==> src/rtl/segment_write_sequencer_if.sv <==
// segment_write_sequencer_if: bundle of CPU, savestate and register-file
// write-port signals around the segment write sequencer.
// master = CPU core / savestate controller / register file side,
// slave  = the sequencer itself.
interface segment_write_sequencer_if #(
    parameter int NUM_SEGS = 4,
    parameter int SEG_W    = 16
);
    localparam int IDW = (NUM_SEGS > 1) ? $clog2(NUM_SEGS) : 1;

    logic                      cpu_req;
    logic [IDW-1:0]            cpu_id;
    logic [SEG_W-1:0]          cpu_data;
    logic                      cpu_ack;
    logic                      st_load_start;
    logic [SEG_W-1:0]          st_load_data;
    logic                      st_load_valid;
    logic                      st_load_ready;
    logic                      st_dump_start;
    logic [SEG_W-1:0]          st_dump_data;
    logic                      st_dump_valid;
    logic                      st_dump_ready;
    logic [NUM_SEGS*SEG_W-1:0] seg_q;
    logic                      rf_we;
    logic [IDW-1:0]            rf_id;
    logic [SEG_W-1:0]          rf_data;
    logic                      busy;
    logic                      done;

    modport slave (
        input  cpu_req, cpu_id, cpu_data,
        input  st_load_start, st_load_data, st_load_valid,
        input  st_dump_start, st_dump_ready, seg_q,
        output cpu_ack, st_load_ready, st_dump_data, st_dump_valid,
        output rf_we, rf_id, rf_data, busy, done
    );

    modport master (
        output cpu_req, cpu_id, cpu_data,
        output st_load_start, st_load_data, st_load_valid,
        output st_dump_start, st_dump_ready, seg_q,
        input  cpu_ack, st_load_ready, st_dump_data, st_dump_valid,
        input  rf_we, rf_id, rf_data, busy, done
    );
endinterface

==> src/rtl/segment_write_sequencer.sv <==
// segment_write_sequencer: owns the single write port of the segment
// register file. Grants CPU writes while idle, streams a savestate load
// into registers 0..NUM_SEGS-1, and (with SEG_DUMP_EN defined) streams the
// current register contents out as a savestate dump.
// Optional feature macro: SEG_DUMP_EN.
module segment_write_sequencer #(
    parameter int NUM_SEGS = 4,
    parameter int SEG_W    = 16
) (
    input logic                      clk,
    input logic                      reset,
    segment_write_sequencer_if.slave bus
);
    localparam int IDW = (NUM_SEGS > 1) ? $clog2(NUM_SEGS) : 1;
    localparam logic [IDW-1:0] LAST = IDW'(NUM_SEGS - 1);

`ifdef SEG_DUMP_EN
    typedef enum logic [1:0] {IDLE, LOAD, DUMP} state_t;
`else
    typedef enum logic [1:0] {IDLE, LOAD} state_t;
`endif

    state_t           state;
    logic [IDW-1:0]   idx;
    logic             rf_we;
    logic [IDW-1:0]   rf_id;
    logic [SEG_W-1:0] rf_data;
    logic             done;
    logic             load_hs;

    // CPU is only granted while idle; load words are accepted every LOAD cycle
    assign bus.cpu_ack       = bus.cpu_req & (state == IDLE);
    assign bus.st_load_ready = (state == LOAD);
    assign load_hs           = bus.st_load_valid & (state == LOAD);
    assign bus.busy          = (state != IDLE);
    assign bus.rf_we         = rf_we;
    assign bus.rf_id         = rf_id;
    assign bus.rf_data       = rf_data;
    assign bus.done          = done;

`ifdef SEG_DUMP_EN
    logic dump_valid;
    logic dump_hs;
    // Hold off valid while a write is committing so seg_q is never stale
    assign dump_valid        = (state == DUMP) & ~rf_we;
    assign dump_hs           = dump_valid & bus.st_dump_ready;
    assign bus.st_dump_valid = dump_valid;
    assign bus.st_dump_data  = bus.seg_q[int'(idx)*SEG_W +: SEG_W];
`else
    logic unused_dump;
    assign unused_dump       = ^{bus.st_dump_start, bus.st_dump_ready, bus.seg_q};
    assign bus.st_dump_valid = 1'b0;
    assign bus.st_dump_data  = '0;
`endif

    // Sequencer FSM; write port and done are registered here
    always_ff @(posedge clk) begin
        if (reset) begin
            state   <= IDLE;
            idx     <= '0;
            rf_we   <= 1'b0;
            rf_id   <= '0;
            rf_data <= '0;
            done    <= 1'b0;
        end else begin
            rf_we <= 1'b0;
            done  <= 1'b0;
            case (state)
                IDLE: begin
                    if (bus.cpu_req) begin
                        rf_we   <= 1'b1;
                        rf_id   <= bus.cpu_id;
                        rf_data <= bus.cpu_data;
                    end
                    // load wins over a simultaneous dump start
                    if (bus.st_load_start) begin
                        state <= LOAD;
                        idx   <= '0;
                    end
`ifdef SEG_DUMP_EN
                    else if (bus.st_dump_start) begin
                        state <= DUMP;
                        idx   <= '0;
                    end
`endif
                end
                LOAD: begin
                    if (load_hs) begin
                        rf_we   <= 1'b1;
                        rf_id   <= idx;
                        rf_data <= bus.st_load_data;
                        if (idx == LAST) begin
                            state <= IDLE;
                            idx   <= '0;
                            done  <= 1'b1;
                        end else begin
                            idx <= idx + 1'b1;
                        end
                    end
                end
`ifdef SEG_DUMP_EN
                DUMP: begin
                    if (dump_hs) begin
                        if (idx == LAST) begin
                            state <= IDLE;
                            idx   <= '0;
                            done  <= 1'b1;
                        end else begin
                            idx <= idx + 1'b1;
                        end
                    end
                end
`endif
                default: state <= IDLE;
            endcase
        end
    end
endmodule

==> src/flat_wrapper.sv <==
// flat-port wrapper written by rule: the top's interface ports become plain ports
module segment_write_sequencer_flat 
#(
    parameter int NUM_SEGS = 4,
    parameter int SEG_W    = 16
)
  (clk, reset, bus_cpu_req, bus_cpu_id, bus_cpu_data, bus_st_load_start, bus_st_load_data, bus_st_load_valid, bus_st_dump_start, bus_st_dump_ready, bus_seg_q, bus_cpu_ack, bus_st_load_ready, bus_st_dump_data, bus_st_dump_valid, bus_rf_we, bus_rf_id, bus_rf_data, bus_busy, bus_done);
  segment_write_sequencer_if #(.NUM_SEGS(NUM_SEGS), .SEG_W(SEG_W)) bus_i ();
  input logic clk;
  input logic reset;
  input wire logic [$bits(bus_i.cpu_req)-1:0] bus_cpu_req;
  input wire logic [$bits(bus_i.cpu_id)-1:0] bus_cpu_id;
  input wire logic [$bits(bus_i.cpu_data)-1:0] bus_cpu_data;
  input wire logic [$bits(bus_i.st_load_start)-1:0] bus_st_load_start;
  input wire logic [$bits(bus_i.st_load_data)-1:0] bus_st_load_data;
  input wire logic [$bits(bus_i.st_load_valid)-1:0] bus_st_load_valid;
  input wire logic [$bits(bus_i.st_dump_start)-1:0] bus_st_dump_start;
  input wire logic [$bits(bus_i.st_dump_ready)-1:0] bus_st_dump_ready;
  input wire logic [$bits(bus_i.seg_q)-1:0] bus_seg_q;
  output wire logic [$bits(bus_i.cpu_ack)-1:0] bus_cpu_ack;
  output wire logic [$bits(bus_i.st_load_ready)-1:0] bus_st_load_ready;
  output wire logic [$bits(bus_i.st_dump_data)-1:0] bus_st_dump_data;
  output wire logic [$bits(bus_i.st_dump_valid)-1:0] bus_st_dump_valid;
  output wire logic [$bits(bus_i.rf_we)-1:0] bus_rf_we;
  output wire logic [$bits(bus_i.rf_id)-1:0] bus_rf_id;
  output wire logic [$bits(bus_i.rf_data)-1:0] bus_rf_data;
  output wire logic [$bits(bus_i.busy)-1:0] bus_busy;
  output wire logic [$bits(bus_i.done)-1:0] bus_done;
  assign bus_i.cpu_req = bus_cpu_req;
  assign bus_i.cpu_id = bus_cpu_id;
  assign bus_i.cpu_data = bus_cpu_data;
  assign bus_i.st_load_start = bus_st_load_start;
  assign bus_i.st_load_data = bus_st_load_data;
  assign bus_i.st_load_valid = bus_st_load_valid;
  assign bus_i.st_dump_start = bus_st_dump_start;
  assign bus_i.st_dump_ready = bus_st_dump_ready;
  assign bus_i.seg_q = bus_seg_q;
  assign bus_cpu_ack = bus_i.cpu_ack;
  assign bus_st_load_ready = bus_i.st_load_ready;
  assign bus_st_dump_data = bus_i.st_dump_data;
  assign bus_st_dump_valid = bus_i.st_dump_valid;
  assign bus_rf_we = bus_i.rf_we;
  assign bus_rf_id = bus_i.rf_id;
  assign bus_rf_data = bus_i.rf_data;
  assign bus_busy = bus_i.busy;
  assign bus_done = bus_i.done;
  segment_write_sequencer #(.NUM_SEGS(NUM_SEGS), .SEG_W(SEG_W)) u_core (.clk(clk), .reset(reset), .bus(bus_i));
endmodule
==> config.mk <==
export PLATFORM = sky130hd
export DESIGN_NAME = segment_write_sequencer_flat
export DESIGN_NICKNAME = d
export VERILOG_FILES = /design/src/rtl/segment_write_sequencer_if.sv /design/src/rtl/segment_write_sequencer.sv /design/src/flat_wrapper.sv
export SDC_FILE = /design/constraint.sdc
export NUM_CORES = 1
export LEC_CHECK = 0
export BUFFER_PORTS_ARGS = -buffer_cell sky130_fd_sc_hd__clkbuf_2
export CELL_PAD_IN_SITES_DETAIL_PLACEMENT = 0
export CELL_PAD_IN_SITES_GLOBAL_PLACEMENT = 1
export CORE_MARGIN = 5
export CORE_UTILIZATION = 22
export CTS_CLUSTER_SIZE = 10
export DETAILED_ROUTE_END_ITERATION = 6
export PLACE_DENSITY = 0.9
export SLEW_MARGIN = 25
export SYNTH_ARGS = -nofsm -noshare
export SYNTH_HDL_FRONTEND = slang
export SYNTH_SLANG_ARGS = --single-unit
export TNS_END_PERCENT = 100
==> constraint.sdc <==
create_clock -name clk -period 2 [get_ports clk]
set_clock_uncertainty 0.2 [all_clocks]
set_input_delay 0.3 -clock clk [delete_from_list [all_inputs] [get_ports clk]]
set_output_delay 0.3 -clock clk [all_outputs]
set_load 0.02 [all_outputs]
==> results of run 1 <==
[worst max-delay path, cell delays in order, from the launching register on]
cell and delay, ns:
dfxtp_1 0.42, buf_4 0.25, nor2b_1 0.06, clkbuf_2 0.15
[metal layers]
| metal | vias to the layer above | global-route usage (%) |
|---|---|---|
| met2 | 50 | 11.7 |
| met3 | 2 | 2.23 |
| met4 | 0 | 1.73 |
| met5 | - | 0 |
| met1 | 429 | 9.94 |
| li1 | 493 | - |
[layout by cell type, fill, tap and decap left out]
master and count:
a211oi_2 18, a21oi_1 1, a311oi_1 1, a32oi_1 1
and4b_1 1, buf_4 3, clkbuf_2 61, clkbuf_8 3
clkinvlp_4 1, conb_1 17, dfxtp_1 23, ha_1 1
mux2_4 1, mux2i_1 19, nand2_1 1, nand3b_1 1
nor2_1 20, nor2b_1 2
[cell families after synthesis]
| group | Yosys count | synth area share (%) |
|---|---|---|
| flops | 23 | 36.9 |
| mux | 20 | 16.4 |
| other cells | 1 | 0.301 |
| fa+ha+maj | 1 | 1.00 |
| simple gates | 25 | 8.73 |
| compound gates | 21 | 19.9 |
| buf+inv | 27 | 16.7 |
[per-stage QoR]
stage               cell area (um^2)  hold slack [ns]
floorplan                       1310            0.172
global placement                1520            0.288
detailed placement              1520            0.295
CTS                             1570            0.107
global route                    1570            0.124
finish                          1570            0.121
[state kept, by name (all words and copies together) (netlist names)]
name and flops:
u_core.bus.done 1, u_core.bus.rf_data 16, u_core.bus.rf_id 2, u_core.bus.rf_we 1, u_core.idx 2, u_core.state 1
[layout make-up]
cell class	instances	area (um^2)
flip-flops and latches	23	460
multi-input cells	84	638
clock buffers	3	41.3
fillers	592	3940
repair buffers	64	328
clock inverters	1	7.51
well taps	72	90.1
[power by group through the flow]
stage                     clock, mW  combinational (mW)  sequential [mW]
after floorplan                   0               0.210            0.571
after global placement            0               0.310            0.526
after detailed placement          0               0.314            0.527
after CTS                     0.325               0.315            0.517
after global routing          0.337               0.339            0.522
final                         0.299               0.309            0.517
[worst paths after layout]
check,startpoint,to,slack [ns],cells after the start
worst min register to register,u_core.idx[0],u_core.idx[0],0.30,2
worst max register to register,u_core.state[0],u_core.bus.rf_data[1],0.48,3
worst max-delay path,u_core.state[0],bus_cpu_ack,0.36,3
worst min-delay path,bus_st_load_start,u_core.state[0],0.12,3
==> results by group, run 1 <==
Run status
  – Status: finished clean

Cells and area
  – Share of cells above drive strength 1: 49.7%
  – Core Util, Final: 28.4%
  – Layout area overhead: 25.5%
  – NumNets Final: 282
  – Finished Layout Cells: 247
  – Antenna Cells: 0

Drt
  – Routed vias: 974
  – Routed Antenna Nets: 0
  – Routed WL: 2.77 mm
  – Vias per inst: 3.94
  – Pre-antenna DRT Iters: 3
  – Highest routed layer: met4
  – Metal-1 WL: 1.24 mm
  – Met3 Wirelength: 304 um
  – WL met2: 1.22 mm
  – Initial DRC Count: 14
  – DRC errors left: 0
  – Average wire per standard cell: 11.2 um

Clocking
  – TritonCTS buffer count: 3
  – Root Buffer: clkbuf_8
  – Setup Buffers After CTS: 0
  – Cts hold-fix bufs: 0
  – CTS resizes: 0
  – CTS tree: done
  – # H-tree levels: 1
  – Worst skew pair latency: 0.26 ns
  – # clock sinks: 23
  – CTS clk-pin slew, worst paths: 0.08 ns
  – Clock Path Buffers: 2

Timing
  – Setup TNS: 0 ns
  – Setup-failing EPs final: 0
  – Final Hold Fails: 0
  – Final period util: 82.1%
  – RSZ-0062 raised after global routing: no
  – Min setup slack post-route: 0.359 ns
  – Fmax: 609 MHz
  – Max Slew Vio Count: 0
  – Fin crit period: 1.64 ns

Power
  – Flop pwr share: 45.9%
  – Combinational group share of total power: 27.5%
  – Pwr per Cell Area: 719 mW/mm^2
  – Maximum vdd drop: 0.000230 V
  – Sw power: 0.370 mW
  – Overall Power: 1.12 mW
  – Sw Ratio: 32.9%
  – Internal Power: 0.754 mW
  – Pleak: 0.742 nW
  – Clk network pwr share: 26.6%

Synthesis
  – Top cells by area, synth: dfxtp_1 37%, a211oi_2 18%, mux2i_1 15%
  – Synth top area share: 36.9%
  – Synth cell count leaders: 23 x dfxtp_1, 20 x nor2_1, 19 x mux2i_1
  – Flops & latches, synth: 23
  – Yosys top cell by area: dfxtp_1
  – Synthesized instance count: 118
  – Seq/Total Area, Yosys: 36.9%
  – Syn_area_per_cell: 10.6 um^2
  – Distinct cell type count after synthesis: 19
  – Post-synth top flop: dfxtp_1
  – Most frequent cell after synthesis: dfxtp_1
  – Synth Cell Area: 0.00125 mm^2
  – FFs w/ async S/R, synth: 0%
  – Number of synthesized flops with an enable pin: 0
  – Yosys warns: 0

Placed design
  – Final Wtd Congestion: 0.717
  – IO Port Bufs: 61
  – DP HPWL: 2.17 mm
  – Setup WS pre-CTS: 0.458 ns
  – Cells after DPL: 243

Worst hold path
  – HP Class: in -> reg

Setup path
  – CP Capture Type: output pin
  – Setup crit start kind: flip-flop
  – CP Class: reg -> out
  – Worst path required time: 1.50 ns
  – Crit-path max FO: 11
  – CP arrival: 1.14 ns

Global routing
  – First-pass GRT wire length: 4.42 mm
  – Antenna violations before repair: 0
  – Overall routing resource usage: 7.44%
  – Vias in the first global route: 951
  – Largest net degree at the start of global routing: 38
  – Total gr overflow: 0

Floorplan
  – Initial Utilization: 22.7%
  – Die Wd: 85.3 um
  – Die area: 0.00728 mm^2
  – Number of I/O pins: 145
  – Core ar.: 0.00551 mm^2
  – Die height: 85.3 um
  – Core Rows: 27

Run
  – Number of max-cap violations: 0
Note: power is estimated with default switching activity, not from simulation.
==> run 2, diff against run 1 <==
- CORE_UTILIZATION: 22 -> 19
- PLACE_DENSITY: 0.9 -> 0.83
- clock period: 2 -> 1.5 ns (I/O delays scaled with it)
==> results by group, run 2 (synthesized netlist as in run 1, its figures left out) <==
Clocking
  – Setup Buffers After CTS: 0
  – # H-tree levels: 1
  – Worst skew pair latency: 0.26 ns
  – Clock Path Buffers: 2
  – CTS tree: done
  – Root Buffer: clkbuf_8
  – CTS clk-pin slew, worst paths: 0.09 ns
  – TritonCTS buffer count: 3
  – # clock sinks: 23

Timing
  – Setup-failing EPs final: 0
  – Fin crit period: 1.44 ns
  – Final period util: 96.2%
  – Max Slew Vio Count: 0
  – Min setup slack post-route: 0.0568 ns
  – RSZ-0062 raised after global routing: yes
  – Final Hold Fails: 0
  – Fmax: 693 MHz

Power
  – Pwr per Cell Area: 924 mW/mm^2
  – Sw Ratio: 33.6%
  – Overall Power: 1.55 mW
  – Maximum vdd drop: 0.000464 V
  – Clk network pwr share: 26.2%
  – Pleak: 0.784 nW
  – Combinational group share of total power: 28.9%
  – Sw power: 0.521 mW
  – Flop pwr share: 44.9%
  – Internal Power: 1.03 mW

Placed design
  – IO Port Bufs: 61
  – Placed Area: 0.00157 mm^2
  – Setup WS pre-CTS: -0.0303 ns
  – Final Wtd Congestion: 0.651
  – DP HPWL: 2.23 mm

Drt
  – Routed Antenna Nets: 0
  – Pre-antenna DRT Iters: 2
  – Average wire per standard cell: 11.6 um
  – Routed WL: 2.96 mm
  – Routed vias: 981
  – Initial DRC Count: 14
  – DRC errors left: 0
  – Vias per inst: 3.83

Setup path
  – Stages on worst setup path: 3
  – Reg-to-reg endpoint: u_core.bus.rf_id[1]
  – Crit-path max FO: 37
  – CP Class: reg -> reg
  – R2R depth: 3
  – R2r setup slk: 0.06 ns
  – CP delay by family, top: multiplexers
  – Bufs and invs on worst path: 0
  – Worst path slowest cell: mux2_8
  – CP arrival: 1.39 ns
  – Critical Path Sink: u_core.bus.rf_id[1]
  – Crit path largest cell delay: 0.50 ns
  – Cells along the critical path: mux2_8, nor2_1, a211oi_2
  – Reg2reg start: u_core.state[0]
  – Critical Path Start: u_core.state[0]
  – Worst path required time: 1.45 ns
  – Setup crit start kind: flip-flop
  – CP Capture Type: flip-flop

Floorplan
  – Die height: 91.0 um
  – Core Rows: 29
  – Core ar.: 0.00639 mm^2
  – Initial Utilization: 19.5%
  – Number of I/O pins: 145
  – Die area: 0.00829 mm^2
  – Die Wd: 91.0 um

Cells and area
  – Most common cell after layout, fill and taps aside: clkbuf_2
  – Layout area overhead: 34.5%
  – Filler Cell Count: 700
  – Post-route cell area: 0.00168 mm^2
  – Core Util, Final: 26.3%
  – Most frequent cells in the layout: 60 x clkbuf_2, 22 x dfxtp_1, 19 x mux2i_1
  – Antenna Cells: 0
  – NumNets Final: 286
  – Max reg flops: 16
  – Biggest regs: u_core.bus.rf_data (16), u_core.bus.rf_id (2), u_core.idx (2)
  – Share of cells above drive strength 1: 58.1%
  – Reg with most FFs: u_core.bus.rf_data

Global routing
  – Total gr overflow: 0
  – Largest net degree at the start of global routing: 38
  – First-pass GRT wire length: 4.80 mm
  – Antenna violations before repair: 0
  – Vias in the first global route: 955
  – Overall routing resource usage: 7.00%

Run status
  – Status: finished clean

Run
  – Number of max-cap violations: 0

Worst hold path
  – HP Class: in -> reg
## run 2: repair_timing
action | 4_1_cts | 5_1_grt
endpoints found under the setup margin | 8 | 6
hold buffers | 2 | 0
resized for setup | 5 | 6
endpoints found under the hold margin | 1 | 0
## run 2: worst register-to-register path: stages, from the launching register on
cell      delay, ns
dfxtp_4        0.39
mux2_8         0.50
nor2_1         0.18
a211oi_2       0.06
## run 2: power by group through the flow
stage	registers [mW]	clock network (mW)	logic, mW
finish	0.696	0.406	0.449
global route	0.704	0.455	0.489
CTS	0.695	0.449	0.449
detailed placement	0.707	0	0.435
global placement	0.705	0	0.429
floorplan	0.766	0	0.293
## run 2: how the worst min path moves through the flow
stage                startpoint                      to  slack [ns]  cells past startpoint
3_5_place_dp              reset         u_core.state[0]        0.24                      2
6_report       bus_cpu_data[11]  u_core.bus.rf_data[11]         0.1                      3
2_1_floorplan             reset         u_core.state[0]        0.09                      1
4_1_cts        bus_cpu_data[11]  u_core.bus.rf_data[11]        0.09                      3
3_3_place_gp              reset         u_core.state[0]        0.24                      2
5_1_grt           bus_cpu_id[0]     u_core.bus.rf_id[0]         0.1                      3
## run 2: routing by layer
metal	share of wire, %	vias up	wire length, um	track usage [%]
met5	0	-	0	0
met4	0	0	0	0.733
met3	11	0	332	3.14
met2	44	54	1300	10.8
met1	45	426	1330	9.37
li1	-	501	-	-
## run 2: metrics by stage
| stage | cells | TNS [ns] | hold slack [ns] |
|---|---|---|---|
| 2_1_floorplan | 134 | -0.667 | 0.0874 |
| 3_3_place_gp | 250 | 0 | 0.242 |
| 3_5_place_dp | 250 | -0.118 | 0.239 |
| 4_1_cts | 256 | -0.00279 | 0.0853 |
| 5_1_grt | 256 | -0.0372 | 0.0959 |
| 6_report | 256 | 0 | 0.0983 |
## run 2: layout make-up
class / count / area (um^2) / share of cell area (%)
Multi-Input combinational cell: 84 / 689 / 41.1
Tap cell: 77 / 96.3 / 5.74
Sequential cell: 23 / 464 / 27.7
Clock inverter: 1 / 5.00 / 0.298
Clock buffer: 3 / 41.3 / 2.46
Timing Repair Buffer: 68 / 382 / 22.7
